==> config.mk <==
export PLATFORM = sky130hd
export DESIGN_NAME = pic_inta_sequencer_flat
export DESIGN_NICKNAME = d
export VERILOG_FILES = /design/src/rtl/pic_inta_sequencer_if.sv /design/src/rtl/pic_inta_sequencer.sv /design/src/flat_wrapper.sv
export SDC_FILE = /design/constraint.sdc
export NUM_CORES = 1
export LEC_CHECK = 0
export ABC_AREA = 1
export ABC_CLOCK_PERIOD_IN_PS = 6900
export CORE_MARGIN = 3
export CORE_UTILIZATION = 59
export CTS_CLUSTER_DIAMETER = 80
export DETAILED_ROUTE_END_ITERATION = 7
export MAX_ROUTING_LAYER = met4
export PLACE_DENSITY = 0.87
export REMOVE_ABC_BUFFERS = 1
export SETUP_SLACK_MARGIN = 0.02
export SKIP_CTS_REPAIR_TIMING = 1
export SLEW_MARGIN = 25
export SYNTH_ARGS = -nofsm -noshare
export SYNTH_HDL_FRONTEND = slang
export SYNTH_SLANG_ARGS = --single-unit
export TNS_END_PERCENT = 5
==> constraint.sdc <==
create_clock -name clk -period 6.9 [get_ports clk]
set_input_delay 1.38 -clock clk [delete_from_list [all_inputs] [get_ports clk]]
set_output_delay 1.38 -clock clk [all_outputs]
set_load 0.01 [all_outputs]
==> src/rtl/pic_inta_sequencer_if.sv <==
`default_nettype none
// +----------------------------------------------------------------------------+
// | pic_inta_sequencer_if : request/acknowledge/EOI/vector bundle for the 8259 |
// | Rev 1.0                                                                    |
// +----------------------------------------------------------------------------+
interface pic_inta_sequencer_if;
   logic [7:0] irr;
   logic [7:0] imr;
   logic       inta_n;
   logic [4:0] vector_base;
   logic       aeoi;
   logic       eoi_strobe;
   logic       eoi_specific;
   logic [2:0] eoi_level;
   logic       rotate;
   logic       int_out;
   logic [7:0] isr;
   logic       clear_valid;
   logic [2:0] clear_level;
   logic [1:0] inta_count;
   logic [7:0] data_out;
   logic       data_oe;

   modport slave (
      input  irr, imr, inta_n, vector_base, aeoi, eoi_strobe, eoi_specific, eoi_level, rotate,
      output int_out, isr, clear_valid, clear_level, inta_count, data_out, data_oe
   );

   modport master (
      output irr, imr, inta_n, vector_base, aeoi, eoi_strobe, eoi_specific, eoi_level, rotate,
      input  int_out, isr, clear_valid, clear_level, inta_count, data_out, data_oe
   );
endinterface
`default_nettype wire

==> src/rtl/pic_inta_sequencer.sv <==
`default_nettype none
// +----------------------------------------------------------------------------+
// | pic_inta_sequencer : 8259 priority resolver, ISR owner and INTA sequencer  |
// | Rev 1.0                                                                    |
// +----------------------------------------------------------------------------+
module pic_inta_sequencer #(
   parameter logic [2:0] INIT_LOWEST = 3'd7
) (
   input logic                 clk,
   input logic                 reset,
   pic_inta_sequencer_if.slave bus
);

   typedef enum logic [1:0] {
      S_IDLE = 2'd0,
      S_ACK1 = 2'd1,
      S_ACK2 = 2'd2
   } state_t;

   // Returns {found, rank[2:0], level[2:0]} of the highest-priority set bit.
   function automatic logic [6:0] find_top(input logic [7:0] v, input logic [2:0] low);
      logic [2:0] lvl;
      logic [6:0] res;
      res = '0;
      for (int r = 7; r >= 0; r--) begin
         lvl = low + 3'd1 + 3'(r);
         if (v[lvl]) res = {1'b1, 3'(r), lvl};
      end
      return res;
   endfunction

   state_t     state_q, state_d;
   logic       inta_prev_q;
   logic [2:0] win_q, win_d;
   logic       spur_q, spur_d;
   logic       set_pend_q, set_pend_d;
   logic [7:0] isr_q, isr_d;
   logic [2:0] lowest_q, lowest_d;
   logic       int_out_q, int_out_d;
   logic       clear_valid_q, clear_valid_d;
   logic [2:0] clear_level_q, clear_level_d;
   logic [1:0] count_q, count_d;
   logic [7:0] data_out_q, data_out_d;
   logic       data_oe_q, data_oe_d;

   logic [6:0] cand;
   logic [6:0] top;
   logic       fall;
   logic       rise;

   assign cand = find_top(bus.irr & ~bus.imr, lowest_q);
   assign top  = find_top(isr_q, lowest_q);
   assign fall = inta_prev_q & ~bus.inta_n;
   assign rise = ~inta_prev_q & bus.inta_n;

   always_comb begin
      state_d       = state_q;
      win_d         = win_q;
      spur_d        = spur_q;
      set_pend_d    = 1'b0;
      isr_d         = isr_q;
      lowest_d      = lowest_q;
      clear_valid_d = 1'b0;
      clear_level_d = clear_level_q;
      count_d       = count_q;
      data_out_d    = data_out_q;
      data_oe_d     = data_oe_q;

      // EOI sees the ISR as it stood at the start of the cycle.
      if (bus.eoi_strobe) begin
         if (bus.eoi_specific) begin
            isr_d[bus.eoi_level] = 1'b0;
            if (bus.rotate) lowest_d = bus.eoi_level;
         end else if (top[6]) begin
            isr_d[top[2:0]] = 1'b0;
            if (bus.rotate) lowest_d = top[2:0];
         end
      end

      case (state_q)
         S_IDLE: begin
            if (fall) begin
               state_d = S_ACK1;
               count_d = 2'd1;
               if (cand[6]) begin
                  win_d      = cand[2:0];
                  spur_d     = 1'b0;
                  set_pend_d = 1'b1;
               end else begin
                  win_d  = 3'd7;
                  spur_d = 1'b1;
               end
            end
         end
         S_ACK1: begin
            if (fall) begin
               state_d    = S_ACK2;
               count_d    = 2'd2;
               data_out_d = {bus.vector_base, win_q};
               data_oe_d  = 1'b1;
            end
         end
         S_ACK2: begin
            if (rise) begin
               state_d   = S_IDLE;
               count_d   = 2'd0;
               data_oe_d = 1'b0;
               if (bus.aeoi && !spur_q) begin
                  isr_d[win_q] = 1'b0;
                  if (bus.rotate) lowest_d = win_q;
               end
            end
         end
         default: state_d = S_IDLE;
      endcase

      // The ACK1 set is applied last so it overrides a same-cycle EOI clear.
      if (set_pend_q) begin
         isr_d[win_q]  = 1'b1;
         clear_valid_d = 1'b1;
         clear_level_d = win_q;
      end

      int_out_d = (state_d == S_IDLE) && cand[6] && (!top[6] || (cand[5:3] < top[5:3]));
   end

   always_ff @(posedge clk) begin
      if (reset) begin
         state_q       <= S_IDLE;
         inta_prev_q   <= 1'b1;
         win_q         <= 3'd0;
         spur_q        <= 1'b0;
         set_pend_q    <= 1'b0;
         isr_q         <= 8'd0;
         lowest_q      <= INIT_LOWEST;
         int_out_q     <= 1'b0;
         clear_valid_q <= 1'b0;
         clear_level_q <= 3'd0;
         count_q       <= 2'd0;
         data_out_q    <= 8'd0;
         data_oe_q     <= 1'b0;
      end else begin
         state_q       <= state_d;
         inta_prev_q   <= bus.inta_n;
         win_q         <= win_d;
         spur_q        <= spur_d;
         set_pend_q    <= set_pend_d;
         isr_q         <= isr_d;
         lowest_q      <= lowest_d;
         int_out_q     <= int_out_d;
         clear_valid_q <= clear_valid_d;
         clear_level_q <= clear_level_d;
         count_q       <= count_d;
         data_out_q    <= data_out_d;
         data_oe_q     <= data_oe_d;
      end
   end

   assign bus.int_out     = int_out_q;
   assign bus.isr         = isr_q;
   assign bus.clear_valid = clear_valid_q;
   assign bus.clear_level = clear_level_q;
   assign bus.inta_count  = count_q;
   assign bus.data_out    = data_out_q;
   assign bus.data_oe     = data_oe_q;

endmodule
`default_nettype wire

==> src/flat_wrapper.sv <==
// flat-port wrapper written by rule: the top's interface ports become plain ports
module pic_inta_sequencer_flat 
#(
   parameter logic [2:0] INIT_LOWEST = 3'd7
)
  (clk, reset, bus_irr, bus_imr, bus_inta_n, bus_vector_base, bus_aeoi, bus_eoi_strobe, bus_eoi_specific, bus_eoi_level, bus_rotate, bus_int_out, bus_isr, bus_clear_valid, bus_clear_level, bus_inta_count, bus_data_out, bus_data_oe);
  pic_inta_sequencer_if bus_i ();
  input logic clk;
  input logic reset;
  input wire logic [$bits(bus_i.irr)-1:0] bus_irr;
  input wire logic [$bits(bus_i.imr)-1:0] bus_imr;
  input wire logic [$bits(bus_i.inta_n)-1:0] bus_inta_n;
  input wire logic [$bits(bus_i.vector_base)-1:0] bus_vector_base;
  input wire logic [$bits(bus_i.aeoi)-1:0] bus_aeoi;
  input wire logic [$bits(bus_i.eoi_strobe)-1:0] bus_eoi_strobe;
  input wire logic [$bits(bus_i.eoi_specific)-1:0] bus_eoi_specific;
  input wire logic [$bits(bus_i.eoi_level)-1:0] bus_eoi_level;
  input wire logic [$bits(bus_i.rotate)-1:0] bus_rotate;
  output wire logic [$bits(bus_i.int_out)-1:0] bus_int_out;
  output wire logic [$bits(bus_i.isr)-1:0] bus_isr;
  output wire logic [$bits(bus_i.clear_valid)-1:0] bus_clear_valid;
  output wire logic [$bits(bus_i.clear_level)-1:0] bus_clear_level;
  output wire logic [$bits(bus_i.inta_count)-1:0] bus_inta_count;
  output wire logic [$bits(bus_i.data_out)-1:0] bus_data_out;
  output wire logic [$bits(bus_i.data_oe)-1:0] bus_data_oe;
  assign bus_i.irr = bus_irr;
  assign bus_i.imr = bus_imr;
  assign bus_i.inta_n = bus_inta_n;
  assign bus_i.vector_base = bus_vector_base;
  assign bus_i.aeoi = bus_aeoi;
  assign bus_i.eoi_strobe = bus_eoi_strobe;
  assign bus_i.eoi_specific = bus_eoi_specific;
  assign bus_i.eoi_level = bus_eoi_level;
  assign bus_i.rotate = bus_rotate;
  assign bus_int_out = bus_i.int_out;
  assign bus_isr = bus_i.isr;
  assign bus_clear_valid = bus_i.clear_valid;
  assign bus_clear_level = bus_i.clear_level;
  assign bus_inta_count = bus_i.inta_count;
  assign bus_data_out = bus_i.data_out;
  assign bus_data_oe = bus_i.data_oe;
  pic_inta_sequencer #(.INIT_LOWEST(INIT_LOWEST)) u_core (.clk(clk), .reset(reset), .bus(bus_i));
endmodule
# Word level (Yosys, flattened, before mapping)
# Cells that the tools add are included.
# totals
register_bits	35
inputBits	31
# op_classes
addsub	8
order_cmp	15
n_eq_ne	5
mux	85
bitwise_logic	15
n_reduce_logical	18
# op_table
cell	count
$mux 7	16
$mux 8	7
$bmux 1 s3	16
$lt 3x4->1 const B	11
$and 8x8->8	4
$not 8->8	4
$mux 3	10
$mux 1	24
$add 3x3->3 const B	4
$mux 2	6
$pmux 2 s3	2
$demux 1 s3	3
$ge 3x1->1 const B	3
$or 8x8->8	1
$add 3x1->3 const B	2
$add 3x2->3 const B	2
$logic_and 1x1->1	6
$ne 2x1->1 const B	3
$logic_not 2->1	2
$not 1->1	4
$reduce_and 2->1	2
$reduce_and 4->1	1
$lt 3x3->1	1
$reduce_and 3->1	1
other kinds (9)	11

# Depth between registers and ports, before layout
# depth
ltp_word	27
mapped_depth	26

# Worst setup path before layout
# OpenSTA, ideal clock, no wires.
# synth_timing
path_type	in2reg
startpoint	input port bus_imr[1]
endpoint	register u_core.int_out_q (netlist: u_core.bus.int_out)
setup_time_ns	0.070
t_arrival_ns	2.838
required_time_ns	6.830
path_slack_ns	3.992
cell_stages	16
path_buffers	0
cell_sequence	inv_1 nand2_1 o21ai_0 nand2_1 nand2_1 inv_2 nor2_1 inv_1 nand2_1 nor2_1 nand2_1 a21oi_1 ha_1 a21oi_1 nand2_1 a21oi_1
# synth_via
elab_chain_len	15
elab_cells_between_ends	30
cone_classes	order compare (1); mux (24); bitwise (2); reduce/logical (3)
# synth_lines
item	line_no	rtl
start: declaration	flat_wrapper.sv:11	input wire logic [$bits(bus_i.imr)-1:0] bus_imr;
$not 8->8 (*)	pic_inta_sequencer.sv:51	assign cand = find_top(bus.irr & ~bus.imr, lowest_q);
$and 8x8->8 (*)	pic_inta_sequencer.sv:51	
$bmux 1 s3	pic_inta_sequencer.sv:27	if (v[lvl]) res = {1'b1, 3'(r), lvl};
$mux 1 (not written as such)	pic_inta_sequencer.sv:27	
$mux 7 (7 in series)	pic_inta_sequencer.sv:27	
$mux 7 (*)	pic_inta_sequencer.sv:27	
$lt 3x3->1	pic_inta_sequencer.sv:124	int_out_d = (state_d == S_IDLE) && cand[6] && (!top[6] || (cand[5:3] < top[5:3]));
$logic_or 1x1->1	pic_inta_sequencer.sv:124	
$logic_and 1x1->1 (*)	pic_inta_sequencer.sv:124	
end signal: assignment	pic_inta_sequencer.sv:150	int_out_q <= int_out_d;
end: declaration	pic_inta_sequencer.sv:39	logic int_out_q, int_out_d;
# Mark *: on every way between the ends. The rest lies on a longest branch, timed or not. The select of a mux whose other input is x is not followed.
# A chain may end at the register's enable or synchronous reset.

# Worst setup path after layout
# layout_timing
startpoint	register u_core.lowest_q[0]
endpoint	register u_core.int_out_q (netlist: u_core.bus.int_out)
# layout_via
elab_chain_len	15
elab_cells_between_ends	61
cone_classes	add/sub (8); order compare (1); mux (48); reduce/logical (4)
# layout_lines
item	line_no	rtl
start: declaration	pic_inta_sequencer.sv:38	logic [2:0] lowest_q, lowest_d;
start signal: assignment	pic_inta_sequencer.sv:149	lowest_q <= lowest_d;
$add 3x1->3 (*)	pic_inta_sequencer.sv:26	lvl = low + 3'd1 + 3'(r);
$add 3x3->3	pic_inta_sequencer.sv:26	
$bmux 1 s3	pic_inta_sequencer.sv:27	
$mux 1 (not written as such)	pic_inta_sequencer.sv:27	
$mux 7 (8 in series)	pic_inta_sequencer.sv:27	
$lt 3x3->1 / $logic_not 1->1 (equally long branches)	pic_inta_sequencer.sv:124	
$logic_or 1x1->1	pic_inta_sequencer.sv:124	
$logic_and 1x1->1 (*)	pic_inta_sequencer.sv:124	
# Marked as above.

==> flow_metrics.tcl <==
set metrics [dict create \
    run_status "finished, final reports clean" \
    yosys.area_share.simple_pct 42.9 \
    rsz0062_at_grt "false" \
    synthesis.instances 566 \
    rows 26 \
    min_period_ps 3870 \
    wl_per_cell_microns 14.2 \
    synthArstFlopShare_pct 0 \
    gp_congestion 0.949 \
    tightest_slew_ps 767 \
    worstPathRequired_ps 7110 \
    slowest_stage "ha_1" \
    synth_top_family_by_area "simple AND/OR/NAND/NOR gates" \
    cts.sinks 35 \
    drc_errors 0 \
    yosysWarnings 0 \
    dr_total_vias 3836 \
    wl_met1_mm 4.18 \
    port-buffer-count 54 \
    cp_max_fo 28 \
    cts_tree "yes" \
    coreArea_sq_um 5270 \
    insertion_delay_ps 280 \
    die_h_microns 81.0 \
    synth_area_per_cell_sq_um 5.86 \
    n_antenna_cell 0 \
    slew-limit-headroom_pct 48.9 \
    ys_seq_elements 35 \
    overflow 0 \
    fmax_ghz 0.259 \
    ys.flop_type "dfxtp_1" \
    firstDrtPassIters 7 \
    grt_pass1_vias 3559 \
    wl_met3_microns 749 \
    synthToLayoutAreaGrowth_pct 17.4 \
    powerDensity_nw_per_um2 252 \
    startpoint "u_core.lowest_q[0]$_SDFF_PP1_" \
    grt_first_pass_wirelength_mm 16.0 \
    worstPathArrival_ps 4080 \
    fin_crit_sh_pct 56.0 \
    final_util_pct 73.9 \
    fin_tns_setup_ps 0 \
    crit_path_end "u_core.bus.int_out$_SDFF_PP0_" \
    worst_r2r_path_depth 15 \
    worstHoldPathType "reg -> reg" \
    critical_path_depth 15 \
    critPathTopFamily "adder cells" \
    drv_slew 0 \
    synth.area.mux_share_pct 0.604 \
    synth_compound_area_share_pct 19.4 \
    cp-end-kind "flip-flop" \
    drive_above_1_share_pct 11.1 \
    grt_max_degree 30 \
    top_layer "met4" \
    ant_nets 0 \
    start_util_pct 62.9 \
    hp-start "u_core.bus.clear_level[0]$_SDFFE_PP0P_" \
    max-clock-path-buffers 2 \
    finalHoldViolations 0 \
    cts_buffers 5 \
    reg2reg_slack_ps 3030 \
    htree_levels 2 \
    r2r_end "u_core.bus.int_out$_SDFF_PP0_" \
    design_area_sq_um 3890 \
    maxCapViolCount 0 \
    dieArea_sq_um 6560 \
    synth_xor_area_share_pct 0 \
    final_cell_mix "nand2_1 (181), inv_1 (63), clkdlybuf4s50_1 (54), a21oi_1 (41)" \
    synth_edf_count 0 \
    p_leak_nw 1.92 \
    dr_wl_met2_mm 4.48 \
    synth.cell_area_sq_um 3320 \
    setup_viol 0 \
    ios 55 \
    fin_hold_ws_ps 496 \
    path_cells "inv_2, ha_1, inv_4, nand2_2, nand2_4, nand2_1, nand3_2, nand2_1, nor2_1, inv_1, o21ai_0, ha_1, a21oi_1, nand2_1, a21oi_1" \
    crit_path_frequent_cell "nand2_1" \
    ir_drop_mv 0.219 \
    fin_nets 652 \
    track_usage_pct 31.6 \
    path_buf_inv 3 \
    cts_root_buf "clkbuf_8" \
    hpwl_mm 7.40 \
    start_kind "flip-flop" \
    vias_per_cell 5.62 \
    synth-adder-area-share_pct 3.02 \
    clock_skew_ps 2.81 \
    cpPeakStageDelay_ps 610 \
    die_w_microns 81.0 \
    worstSetupPathType "reg -> reg" \
    routed_wl_mm 9.67 \
    power.total_uw 980 \
    reg2reg_from "u_core.lowest_q[0]$_SDFF_PP1_" \
    path_clk_slew_ps 60 \
    final_common_cell "nand2_1" \
    initialDrtViolationCount 321 \
    antenna_found_initial 0 \
    ys_types 41 \
    num-fill-cells 489 \
    placement.cell_area_sq_um 3820 \
    synth_seq_area_share_pct 21.1 \
]
==> how the worst min path moves through the flow <==
| stage | cells past startpoint | end | slack (ps) |
|---|---|---|---|
| global route | 2 | u_core.spur_q$_SDFFE_PP0P_ | 510 |
| detailed placement | 2 | u_core.bus.clear_level[0]$_SDFFE_PP0P_ | 480 |
| CTS | 2 | u_core.spur_q$_SDFFE_PP0P_ | 490 |
| global placement | 2 | u_core.bus.clear_level[0]$_SDFFE_PP0P_ | 470 |
| floorplan | 2 | u_core.spur_q$_SDFFE_PP0P_ | 430 |
| finish | 2 | u_core.bus.clear_level[0]$_SDFFE_PP0P_ | 500 |
==> area by class of cell <==
| type | count | area (sq um) | area share, % |
|---|---|---|---|
| multi-input cells | 439 | 2190 | 56.2 |
| repair buffers | 55 | 548 | 14.1 |
| inverters | 77 | 298 | 7.65 |
| flip-flops and latches | 35 | 701 | 18.0 |
| clock buffers | 6 | 72.6 | 1.86 |
| well taps | 70 | 87.6 | 2.25 |
==> synth_stat cells, drive strengths merged, types with 2 or more instances <==
library cell  instances  share of area [%]
nor3                  8                1.4
inv                  76                8.8
o21ai                50                7.7
nand4                 2               0.57
o211ai                5                1.1
a21oi                45                7.5
buf                  11                3.5
a211oi                4               0.91
a31oi                 3               0.57
nor2                 47                6.2
nand3                45                7.5
mux2i                 2               0.60
nand2               210                 27
clkbuf                4               0.45
ha                    8                3.0
or2                   2               0.38
dfxtp                35                 21
a311oi                2               0.53
o21bai                2               0.45
==> worst register-to-register path: cells and delay by family (launching register included) <==
family,cells,cell delay (ps)
and+or+nand+nor,7,930
buffers and inverters,3,770
AOI/OAI and AO/OA,3,810
adders and majority gates,2,980
DFF,1,320
==> layer usage <==
metal	vias to the layer above	track usage (%)
li1	1918	-
met1	1704	39.5
met2	187	51.7
met3	27	5.43
met4	0	10.3
met5	-	-
==> flip-flops by register name (all words and copies together) (netlist names) <==
name	flops
u_core.bus.clear_valid	1
u_core.set_pend_q	1
u_core.bus.inta_count	2
u_core.win_q	3
u_core.bus.isr	8
u_core.spur_q	1
u_core.bus.data_oe	1
u_core.bus.clear_level	3
u_core.lowest_q	3
u_core.inta_prev_q	1
u_core.state_q	2
u_core.bus.int_out	1
u_core.bus.data_out	8
==> power breakdown <==
part           internal (mW)  total (mW)  switching, mW
Combinational          0.204       0.606          0.402
Clock                 0.0672       0.134         0.0666
Sequential             0.222       0.240         0.0189
Total                  0.493       0.980          0.487
==> cell families after synthesis <==
| logic type | after synthesis |
|---|---|
| compound gates | 114 |
| fa+ha+maj | 8 |
| buf+inv | 92 |
| flops | 35 |
| mux | 2 |
| simple gates | 315 |
==> stage by stage <==
step / std cells / setup slack (ps)
2_1_floorplan: 551 / 3370
3_3_place_gp: 676 / 3290
3_5_place_dp: 676 / 3170
4_1_cts: 682 / 3170
5_1_grt: 682 / 2900
6_report: 682 / 3030
(Power assumes the default switching activity.)
